$ cat config.mk
export PLATFORM = sky130hd
export DESIGN_NAME = mux_logic_unit
export DESIGN_NICKNAME = d
export VERILOG_FILES = /design/src/rtl/mux_logic_unit.sv
export SDC_FILE = /design/constraint.sdc
export NUM_CORES = 1
export LEC_CHECK = 0
export ABC_CLOCK_PERIOD_IN_PS = 5600
export CAP_MARGIN = 10
export CORE_MARGIN = 5
export CORE_UTILIZATION = 53
export DETAILED_ROUTE_END_ITERATION = 16
export GPL_TIMING_DRIVEN = 0
export HOLD_SLACK_MARGIN = 0.12
export PLACE_DENSITY = 0.85
export SYNTH_ARGS = -nofsm -noshare
export SYNTH_HDL_FRONTEND = slang
export SYNTH_SLANG_ARGS = --single-unit
$ cat constraint.sdc
create_clock -name clk -period 5.6 [get_ports clk]
set_clock_uncertainty 0.1 [all_clocks]
set_input_delay 1.12 -clock clk [delete_from_list [all_inputs] [get_ports clk]]
set_output_delay 1.12 -clock clk [all_outputs]
set_load 0.03 [all_outputs]
$ cat src/rtl/mux_logic_unit.sv
// Bitwise logic unit built from one 2:1 mux per result bit, behind a single
// valid/ready register stage, with an accumulator feedback path and a saturating beat counter.

module mlu_mux2 (
    input  logic sel_i,
    input  logic d0_i,
    input  logic d1_i,
    output logic y_o
);
    assign y_o = sel_i ? d1_i : d0_i;
endmodule

module mux_logic_unit #(
    parameter int unsigned WIDTH = 8,
    parameter int unsigned CNT_W = 8
) (
    input  logic             clk,
    input  logic             rst,
    input  logic             in_valid,
    output logic             in_ready,
    input  logic [WIDTH-1:0] a,
    input  logic [WIDTH-1:0] b,
    input  logic [2:0]       op,
    input  logic             acc_en,
    input  logic             acc_clr,
    output logic             out_valid,
    input  logic             out_ready,
    output logic [WIDTH-1:0] y,
    output logic             zero,
    output logic [CNT_W-1:0] op_count
);

    typedef enum logic [2:0] {
        OP_NOT  = 3'b000,
        OP_OR   = 3'b001,
        OP_AND  = 3'b010,
        OP_NAND = 3'b011,
        OP_NOR  = 3'b100,
        OP_XOR  = 3'b101,
        OP_XNOR = 3'b110,
        OP_PASS = 3'b111
    } op_e;

    // Mux data-input sources; d0 is taken when the A bit is 0, d1 when it is 1.
    typedef enum logic [1:0] {
        SRC_ZERO = 2'b00,
        SRC_ONE  = 2'b01,
        SRC_B    = 2'b10,
        SRC_NB   = 2'b11
    } src_e;

    logic             out_valid_q, out_valid_d;
    logic [WIDTH-1:0] y_q, y_d;
    logic             zero_q, zero_d;
    logic [WIDTH-1:0] acc_q, acc_d;
    logic [CNT_W-1:0] cnt_q, cnt_d;

    logic             accept;
    logic             consume;
    logic [WIDTH-1:0] a_eff;
    logic [WIDTH-1:0] sel_vec;
    logic [WIDTH-1:0] d0_vec;
    logic [WIDTH-1:0] d1_vec;
    logic [WIDTH-1:0] result;
    logic             result_zero;
    logic             sel_force;
    src_e             src0;
    src_e             src1;

    function automatic logic [WIDTH-1:0] pick(input src_e s, input logic [WIDTH-1:0] bv);
        logic [WIDTH-1:0] r;
        case (s)
            SRC_ZERO: r = '0;
            SRC_ONE:  r = '1;
            SRC_B:    r = bv;
            SRC_NB:   r = ~bv;
            default:  r = '0;
        endcase
        return r;
    endfunction

    assign in_ready = !out_valid_q || out_ready;
    assign accept   = in_valid && in_ready;
    assign consume  = out_valid_q && out_ready;
    assign a_eff    = acc_en ? acc_q : a;

    // Op decode into per-bit mux source selection.
    always_comb begin
        sel_force = 1'b0;
        src0      = SRC_ZERO;
        src1      = SRC_ZERO;
        case (op_e'(op))
            OP_NOT:  begin sel_force = 1'b1; src0 = SRC_NB; src1 = SRC_NB; end
            OP_OR:   begin src0 = SRC_B;    src1 = SRC_ONE;  end
            OP_AND:  begin src0 = SRC_ZERO; src1 = SRC_B;    end
            OP_NAND: begin src0 = SRC_ONE;  src1 = SRC_NB;   end
            OP_NOR:  begin src0 = SRC_NB;   src1 = SRC_ZERO; end
            OP_XOR:  begin src0 = SRC_B;    src1 = SRC_NB;   end
            OP_XNOR: begin src0 = SRC_NB;   src1 = SRC_B;    end
            OP_PASS: begin src0 = SRC_ZERO; src1 = SRC_ONE;  end
            default: begin src0 = SRC_ZERO; src1 = SRC_ZERO; end
        endcase
    end

    assign d0_vec      = pick(src0, b);
    assign d1_vec      = pick(src1, b);
    assign sel_vec     = sel_force ? {WIDTH{1'b1}} : a_eff;
    assign result_zero = (result == '0);

    for (genvar i = 0; i < WIDTH; i++) begin : g_bit
        mlu_mux2 u_mux (
            .sel_i (sel_vec[i]),
            .d0_i  (d0_vec[i]),
            .d1_i  (d1_vec[i]),
            .y_o   (result[i])
        );
    end

    // Output register, accumulator and counter next-state.
    always_comb begin
        out_valid_d = out_valid_q;
        y_d         = y_q;
        zero_d      = zero_q;
        acc_d       = acc_q;
        cnt_d       = cnt_q;
        if (accept) begin
            out_valid_d = 1'b1;
            y_d         = result;
            zero_d      = result_zero;
            if (cnt_q != {CNT_W{1'b1}}) begin
                cnt_d = cnt_q + CNT_W'(1);
            end
        end else if (consume) begin
            out_valid_d = 1'b0;
        end
        // Clear wins over an accumulating accept on the same edge.
        if (acc_clr) begin
            acc_d = '0;
        end else if (accept && acc_en) begin
            acc_d = result;
        end
    end

    always_ff @(posedge clk or posedge rst) begin
        if (rst) begin
            out_valid_q <= 1'b0;
            y_q         <= '0;
            zero_q      <= 1'b1;
            acc_q       <= '0;
            cnt_q       <= '0;
        end else begin
            out_valid_q <= out_valid_d;
            y_q         <= y_d;
            zero_q      <= zero_d;
            acc_q       <= acc_d;
            cnt_q       <= cnt_d;
        end
    end

    assign out_valid = out_valid_q;
    assign y         = y_q;
    assign zero      = zero_q;
    assign op_count  = cnt_q;

endmodule

==> flow_metrics.tcl, run 1 <==
set metrics [dict create \
    synthXorXnorAreaFrac_pct 3.42 \
    setup_violations 0 \
    post-route-drc-count 0 \
    globalRouteOverflowTotal 0 \
    synth_compound_gate_area_share_pct 5.02 \
    dieArea_sq_mm 0.00465 \
    io_buffers 41 \
    ant_nets 0 \
    drt-total-wl_mm 4.11 \
    p_leak_nw 1.02 \
    finalCritPeriodShare_pct 68.0 \
    vias 1510 \
    pwr_density_cell_mw_per_mm2 275 \
    drive_above_1_share_pct 10.2 \
    clkSlewWorstSetupHoldPaths_ns 0.12 \
    area_growth_pct 27.6 \
    clockBufferDepth 2 \
    layout_common_cells "41 x clkdlybuf4s50_1, 27 x nor2_1, 25 x dfrtp_1, 16 x mux2i_1, 9 x mux2_2" \
    regArea_sq_um 652 \
    endpoint_kind "output port" \
    worst_slack_ns 1.79 \
    yosysWarnings 0 \
    slowest_delay_ns 0.72 \
    preCtsSetupSlack_ns 1.63 \
    crit_fanout 5 \
    fin_total_pwr_w 0.000629 \
    wire_per_inst_um 16.3 \
    drtIter0Drc 71 \
    grt_max_degree 27 \
    crit_arrival_ns 2.59 \
    num_io_pins 44 \
    postCtsSetupBuffers 0 \
    synthFlopType "dfrtp_1" \
    post-route-min-period_ns 3.81 \
    grtUsageTotal_pct 19.8 \
    dp_hpwl_mm 3.26 \
    min_path_cells 2 \
    final_net_count 233 \
    first_pass_iters 5 \
    synth.distinct_cells 32 \
    clock.fmax_ghz 0.263 \
    synth_top_family_by_area "multiplexers" \
    max-vdd-ir-drop_mv 0.109 \
    hold_viol 0 \
    fp.dieW_um 68.2 \
    tns_ns 0 \
    gp_congestion 0.837 \
    cts_sinks 26 \
    clk_latency_ns 0.31 \
    vias_per_cell 5.99 \
    htree_levels 1 \
    post_cts_resize_count 0 \
    relSlewSlack_pct 38.2 \
    grt_first_pass_wirelength_mm 6.98 \
    postCtsHoldBufs 0 \
    crit_cells 4 \
    ys_seq_area_share_pct 36.4 \
    path_cells "clkdlybuf4s50_1, nand2b_1, buf_1, clkdlybuf4s50_1" \
    critical_path_class "input pin to output port" \
    rows 21 \
    multiInputGateArea_sq_mm 0.00108 \
    status "finished clean" \
    synth_cells 161 \
    synth.net_count 187 \
    cts_tree "built" \
    synth-edff-count 0 \
    synth_fa_ha_area_share_pct 0.698 \
    r2r.worst_path.cells 5 \
    antenna_found_initial 0 \
    slowest_stage "clkdlybuf4s50_1" \
    core-area_sq_mm 0.00331 \
    syn_area_sq_mm 0.00179 \
    grt_pass1_vias 1513 \
    yosys.area_share.simple_pct 19.6 \
    ys_seq_elements 26 \
    drv_slew 0 \
    maxCapViolations 0 \
    synth_mux_area_share_pct 31.3 \
    cp.required_ns 4.38 \
    initial_utilization_pct 54.2 \
    die-height_um 68.2 \
    final_common_cell "clkdlybuf4s50_1" \
    diodes 0 \
    root_buffer "clkbuf_4" \
    n_fill_cell 276 \
    syn_area_per_cell_sq_um 11.1 \
    cts_buffers 3 \
    synthArstFlopShare_pct 100 \
    cp_common_cell "clkdlybuf4s50_1" \
    hold_class "flop to flop" \
    worstSetupStartpointType "input pin" \
    tightest_slew_ns 0.926 \
    critPathTopFamily "buffers and inverters" \
    path_buf_inv 3 \
    rsz0062_at_grt "no" \
]
metrics by stage:
stage | hold slack (ns) | cells | utilization [%] | area (sq um)
final | 0.393 | 252 | 69.1 | 2290
after global routing | 0.420 | 252 | 69.1 | 2290
after CTS | 0.394 | 252 | 69.1 | 2290
after detailed placement | 0.376 | 248 | 68.3 | 2260
after global placement | 0.369 | 248 | 68.3 | 2260
after floorplan | 0.407 | 161 | - | 1790
tightest hold or removal path, delay by kind of cell (launching register included):
family          cells  cell delay [ns]
simple gates        1             0.06
flops               1             0.39
compound gates      1             0.06
layout make-up:
type                            instances  area share [%]
Multi-Input combinational cell        123            47.1
Sequential cell                        26            28.5
Timing Repair Buffer                   41            17.9
Tap cell                               46            2.52
Buffer                                 10            2.46
Clock buffer                            4            1.15
Inverter                                2           0.328
registers in the layout (all words and copies together) (netlist names):
name       cells
acc_q          8
op_count       8
y              8
out_valid      1
zero           1
power by group:
part / switching [W] / internal (W) / total (W)
Clock: 0.0000514 / 0.0000278 / 0.0000792
Combinational: 0.000151 / 0.000135 / 0.000286
Sequential: 0.0000379 / 0.000225 / 0.000263
Total: 0.000240 / 0.000388 / 0.000629
cell usage after synthesis (3+ instances only):
library cell | count | area share [%]
xor2_1 | 3 | 1.5
nor4_1 | 8 | 2.8
a31o_1 | 8 | 3.9
nor2_1 | 27 | 5.7
buf_1 | 3 | 0.63
xnor2_1 | 4 | 2.0
mux2_1 | 8 | 5.0
mux2_2 | 9 | 5.7
clkbuf_1 | 4 | 0.84
mux4_1 | 8 | 12
nand3_1 | 4 | 1.1
or4_1 | 8 | 3.3
mux2i_1 | 16 | 8.9
dfrtp_1 | 25 | 35
nand2_1 | 4 | 0.84
metal layers:
layer | up-vias | share of wire [%] | track usage, %
li1 | 703 | - | -
met1 | 748 | 41 | 24.4
met2 | 55 | 52 | 35.5
met3 | 4 | 6.5 | 2.63
met4 | 0 | 0.88 | 6.20
met5 | - | 0 | 0
kinds of logic after synthesis:
logic type | count (synthesis)
xor+xnor | 7
simple gates | 64
compound gates | 10
flops | 26
fa+ha+maj | 1
buf+inv | 12
mux | 41
final timing paths:
kind	endpoint	startpoint	slack (ns)
max in group asynchronous	acc_q[3]$_DFFE_PP0P_	rst	3.63
min in group asynchronous	y[4]$_DFFE_PP0P_	rst	1.20
worst min register to register	zero$_DFFE_PP1P_	zero$_DFFE_PP1P_	0.39
worst max register to register	zero$_DFFE_PP1P_	acc_q[6]$_DFFE_PP0P_	3.07
worst min-delay path	zero$_DFFE_PP1P_	zero$_DFFE_PP1P_	0.39
worst max-delay path	in_ready	out_ready	1.79
(Power assumes the default switching activity.)
==> inputs of run 2 (changes only) <==
==> config.mk (replaced) <==
export PLATFORM = sky130hd
export DESIGN_NAME = mux_logic_unit
export DESIGN_NICKNAME = d
export VERILOG_FILES = /design/src/rtl/mux_logic_unit.sv
export SDC_FILE = /design/constraint.sdc
export NUM_CORES = 1
export LEC_CHECK = 0
export ABC_CLOCK_PERIOD_IN_PS = 3100
export CAP_MARGIN = 10
export CORE_MARGIN = 5
export CORE_UTILIZATION = 45
export DETAILED_ROUTE_END_ITERATION = 16
export GPL_TIMING_DRIVEN = 0
export HOLD_SLACK_MARGIN = 0.12
export PLACE_DENSITY = 0.77
export SYNTH_ARGS = -nofsm -noshare
export SYNTH_HDL_FRONTEND = slang
export SYNTH_SLANG_ARGS = --single-unit
==> constraint.sdc (replaced) <==
create_clock -name clk -period 3.1 [get_ports clk]
set_clock_uncertainty 0.1 [all_clocks]
set_input_delay 0.62 -clock clk [delete_from_list [all_inputs] [get_ports clk]]
set_output_delay 0.62 -clock clk [all_outputs]
set_load 0.03 [all_outputs]
==> flow_metrics.tcl, run 2 (synthesized netlist as in run 1, its figures left out) <==
set metrics [dict create \
    slowest_delay_ns 0.56 \
    ant_nets 0 \
    layout_common_cells "39 x clkdlybuf4s50_1, 27 x nor2_1, 25 x dfrtp_1, 16 x mux2i_1, 9 x mux2_2" \
    diodes 0 \
    final_common_cell "clkdlybuf4s50_1" \
    globalRouteOverflowTotal 0 \
    worstSetupStartpointType "input pin" \
    postCtsHoldBufs 0 \
    core-area_sq_mm 0.00394 \
    relSlewSlack_pct 34.5 \
    vias_per_cell 5.50 \
    grt_max_degree 27 \
    grtUsageTotal_pct 16.1 \
    cts_buffers 3 \
    max-vdd-ir-drop_mv 0.291 \
    hold_viol 0 \
    grt_first_pass_wirelength_mm 6.60 \
    crit_cells 7 \
    first_pass_iters 4 \
    endpoint_kind "flop" \
    dp_hpwl_mm 3.01 \
    clk_latency_ns 0.26 \
    status "finished clean" \
    htree_levels 1 \
    maxCapViolations 0 \
    drv_slew 0 \
    rows 23 \
    post-route-min-period_ns 3.02 \
    clockBufferDepth 2 \
    initial_utilization_pct 45.5 \
    crit_arrival_ns 3.11 \
    root_buffer "clkbuf_8" \
    final_util_pct 60.7 \
    hold_class "flop to flop" \
    io_buffers 41 \
    grt_pass1_vias 1374 \
    die-height_um 73.1 \
    finalCritPeriodShare_pct 97.5 \
    vias 1431 \
    clkSlewWorstSetupHoldPaths_ns 0.09 \
    min_path_cells 1 \
    drtIter0Drc 54 \
    p_leak_nw 1.09 \
    tightest_slew_ns 0.981 \
    slowest_stage "or4_4" \
    crit_fanout 10 \
    cp.required_ns 3.19 \
    critPathTopFamily "simple AND/OR/NAND/NOR gates" \
    worst_slack_ns 0.0776 \
    path_buf_inv 2 \
    clock.fmax_ghz 0.331 \
    drt-total-wl_mm 4.15 \
    gp_congestion 0.812 \
    pwr_density_cell_mw_per_mm2 507 \
    dieArea_sq_mm 0.00535 \
    finalHoldWorstSlack_ns 0.402 \
    wire_per_inst_um 16.0 \
    post-route-drc-count 0 \
    fin_total_pwr_w 0.00121 \
    setup_violations 0 \
    drive_above_1_share_pct 17.1 \
    r2r.worst_path.cells 5 \
    critical_path_class "input pin to flop" \
    preCtsSetupSlack_ns -0.387 \
    num_io_pins 44 \
    path_cells "clkdlybuf4s50_1, clkbuf_2, and2_2, a31o_1, or4_4, or4_4, o31ai_4" \
    fp.dieW_um 73.1 \
    cts_tree "built" \
    antenna_found_initial 0 \
    rsz0062_at_grt "no" \
    final_net_count 237 \
    cp_common_cell "or4_4" \
    area_growth_pct 33.5 \
    cts_sinks 26 \
]
run 2: changes by cell type in the layout (fill, tap and decap cells not counted), sizes merged:
| cell | delta |
|---|---|
| clkbuf | -1 |
| buf | +5 |
| clkdlybuf4s50 | -2 |
| dlymetal6s2s | +2 |
run 2: power breakdown:
group / switching, W / leakage [nW] / internal [W]
sequential: 0.0000651 / 0.328 / 0.000407
combinational: 0.000273 / 0.730 / 0.000255
clock: 0.000100 / 0.0288 / 0.000113
total: 0.000438 / 1.09 / 0.000775
run 2: final timing paths:
kind	to	slack [ns]	start
min in group asynchronous	y[3]$_DFFE_PP0P_	0.78	rst
worst min-delay path	op_count[7]$_DFFE_PP0P_	0.40	op_count[7]$_DFFE_PP0P_
worst max-delay path	zero$_DFFE_PP1P_	0.08	op[2]
max in group asynchronous	out_valid$_DFFE_PP0P_	1.52	rst
worst min register to register	op_count[7]$_DFFE_PP0P_	0.40	op_count[7]$_DFFE_PP0P_
worst max register to register	zero$_DFFE_PP1P_	0.61	acc_q[4]$_DFFE_PP0P_
run 2: per-layer routing:
| metal | vias up | share of wire, % | GRT usage [%] |
|---|---|---|---|
| li1 | 709 | - | - |
| met1 | 684 | 47 | 23.2 |
| met2 | 36 | 48 | 25.7 |
| met3 | 2 | 3.9 | 0.826 |
| met4 | 0 | 0.67 | 5.53 |
| met5 | - | 0 | 0 |
run 2: cell type report:
cell class | instances | area, sq um
Sequential cell | 26 | 652
Buffer | 9 | 58.8
Clock buffer | 4 | 55.1
Multi-Input combinational cell | 123 | 1100
Fill cell | 356 | 1550
Tap cell | 50 | 62.6
Timing Repair Buffer | 46 | 453
Inverter | 2 | 7.51
run 2: stage by stage:
| step | TNS [ns] | cells | area [sq um] |
|---|---|---|---|
| 3_3_place_gp | -0.328 | 252 | 2270 |
| 2_1_floorplan | 0 | 161 | 1790 |
| 4_1_cts | 0 | 260 | 2390 |
| 5_1_grt | 0 | 260 | 2390 |
| 3_5_place_dp | -0.387 | 252 | 2270 |
| 6_report | 0 | 260 | 2390 |
run 2: what timing repair did:
action,4_1_cts,5_1_grt
gates resized for setup,10,3
endpoints found under the setup margin,1,1
setup buffers,5,0
pin swaps,1,0
run 2: worst reg2reg max path: stages, from the launching register on:
cell and delay, ns:
dfrtp_1 0.41, mux2_1 0.32, a31o_1 0.23, or4_4 0.56
or4_4 0.57, o31ai_4 0.22
==> inputs of run 3 (changes only) <==
==> config.mk (replaced) <==
export PLATFORM = sky130hd
export DESIGN_NAME = mux_logic_unit
export DESIGN_NICKNAME = d
export VERILOG_FILES = /design/src/rtl/mux_logic_unit.sv
export SDC_FILE = /design/constraint.sdc
export NUM_CORES = 1
export LEC_CHECK = 0
export ABC_CLOCK_PERIOD_IN_PS = 3750
export CAP_MARGIN = 10
export CORE_MARGIN = 5
export CORE_UTILIZATION = 53
export DETAILED_ROUTE_END_ITERATION = 16
export GPL_TIMING_DRIVEN = 0
export HOLD_SLACK_MARGIN = 0.12
export PLACE_DENSITY = 0.85
export SYNTH_ARGS = -nofsm -noshare
export SYNTH_HDL_FRONTEND = slang
export SYNTH_SLANG_ARGS = --single-unit
==> constraint.sdc (replaced) <==
create_clock -name clk -period 3.75 [get_ports clk]
set_clock_uncertainty 0.1 [all_clocks]
set_input_delay 0.75 -clock clk [delete_from_list [all_inputs] [get_ports clk]]
set_output_delay 0.75 -clock clk [all_outputs]
set_load 0.03 [all_outputs]
==> results of run 3 <==
The final DEF is identical to that of run 1. Status: finished clean.
Among the figures that moved: setup slack after placement 1.63 ns -> 0.147 ns; setup slack after layout 1.79 ns -> 0.455 ns; start point of the critical path out_ready -> op[1]; end point of the critical path in_ready -> zero$_DFFE_PP1P_; register-to-register setup slack 3.07 ns -> 1.22 ns; total power 0.000629 W -> 0.000939 W; worst IR drop on VDD 0.109 mV -> 0.164 mV
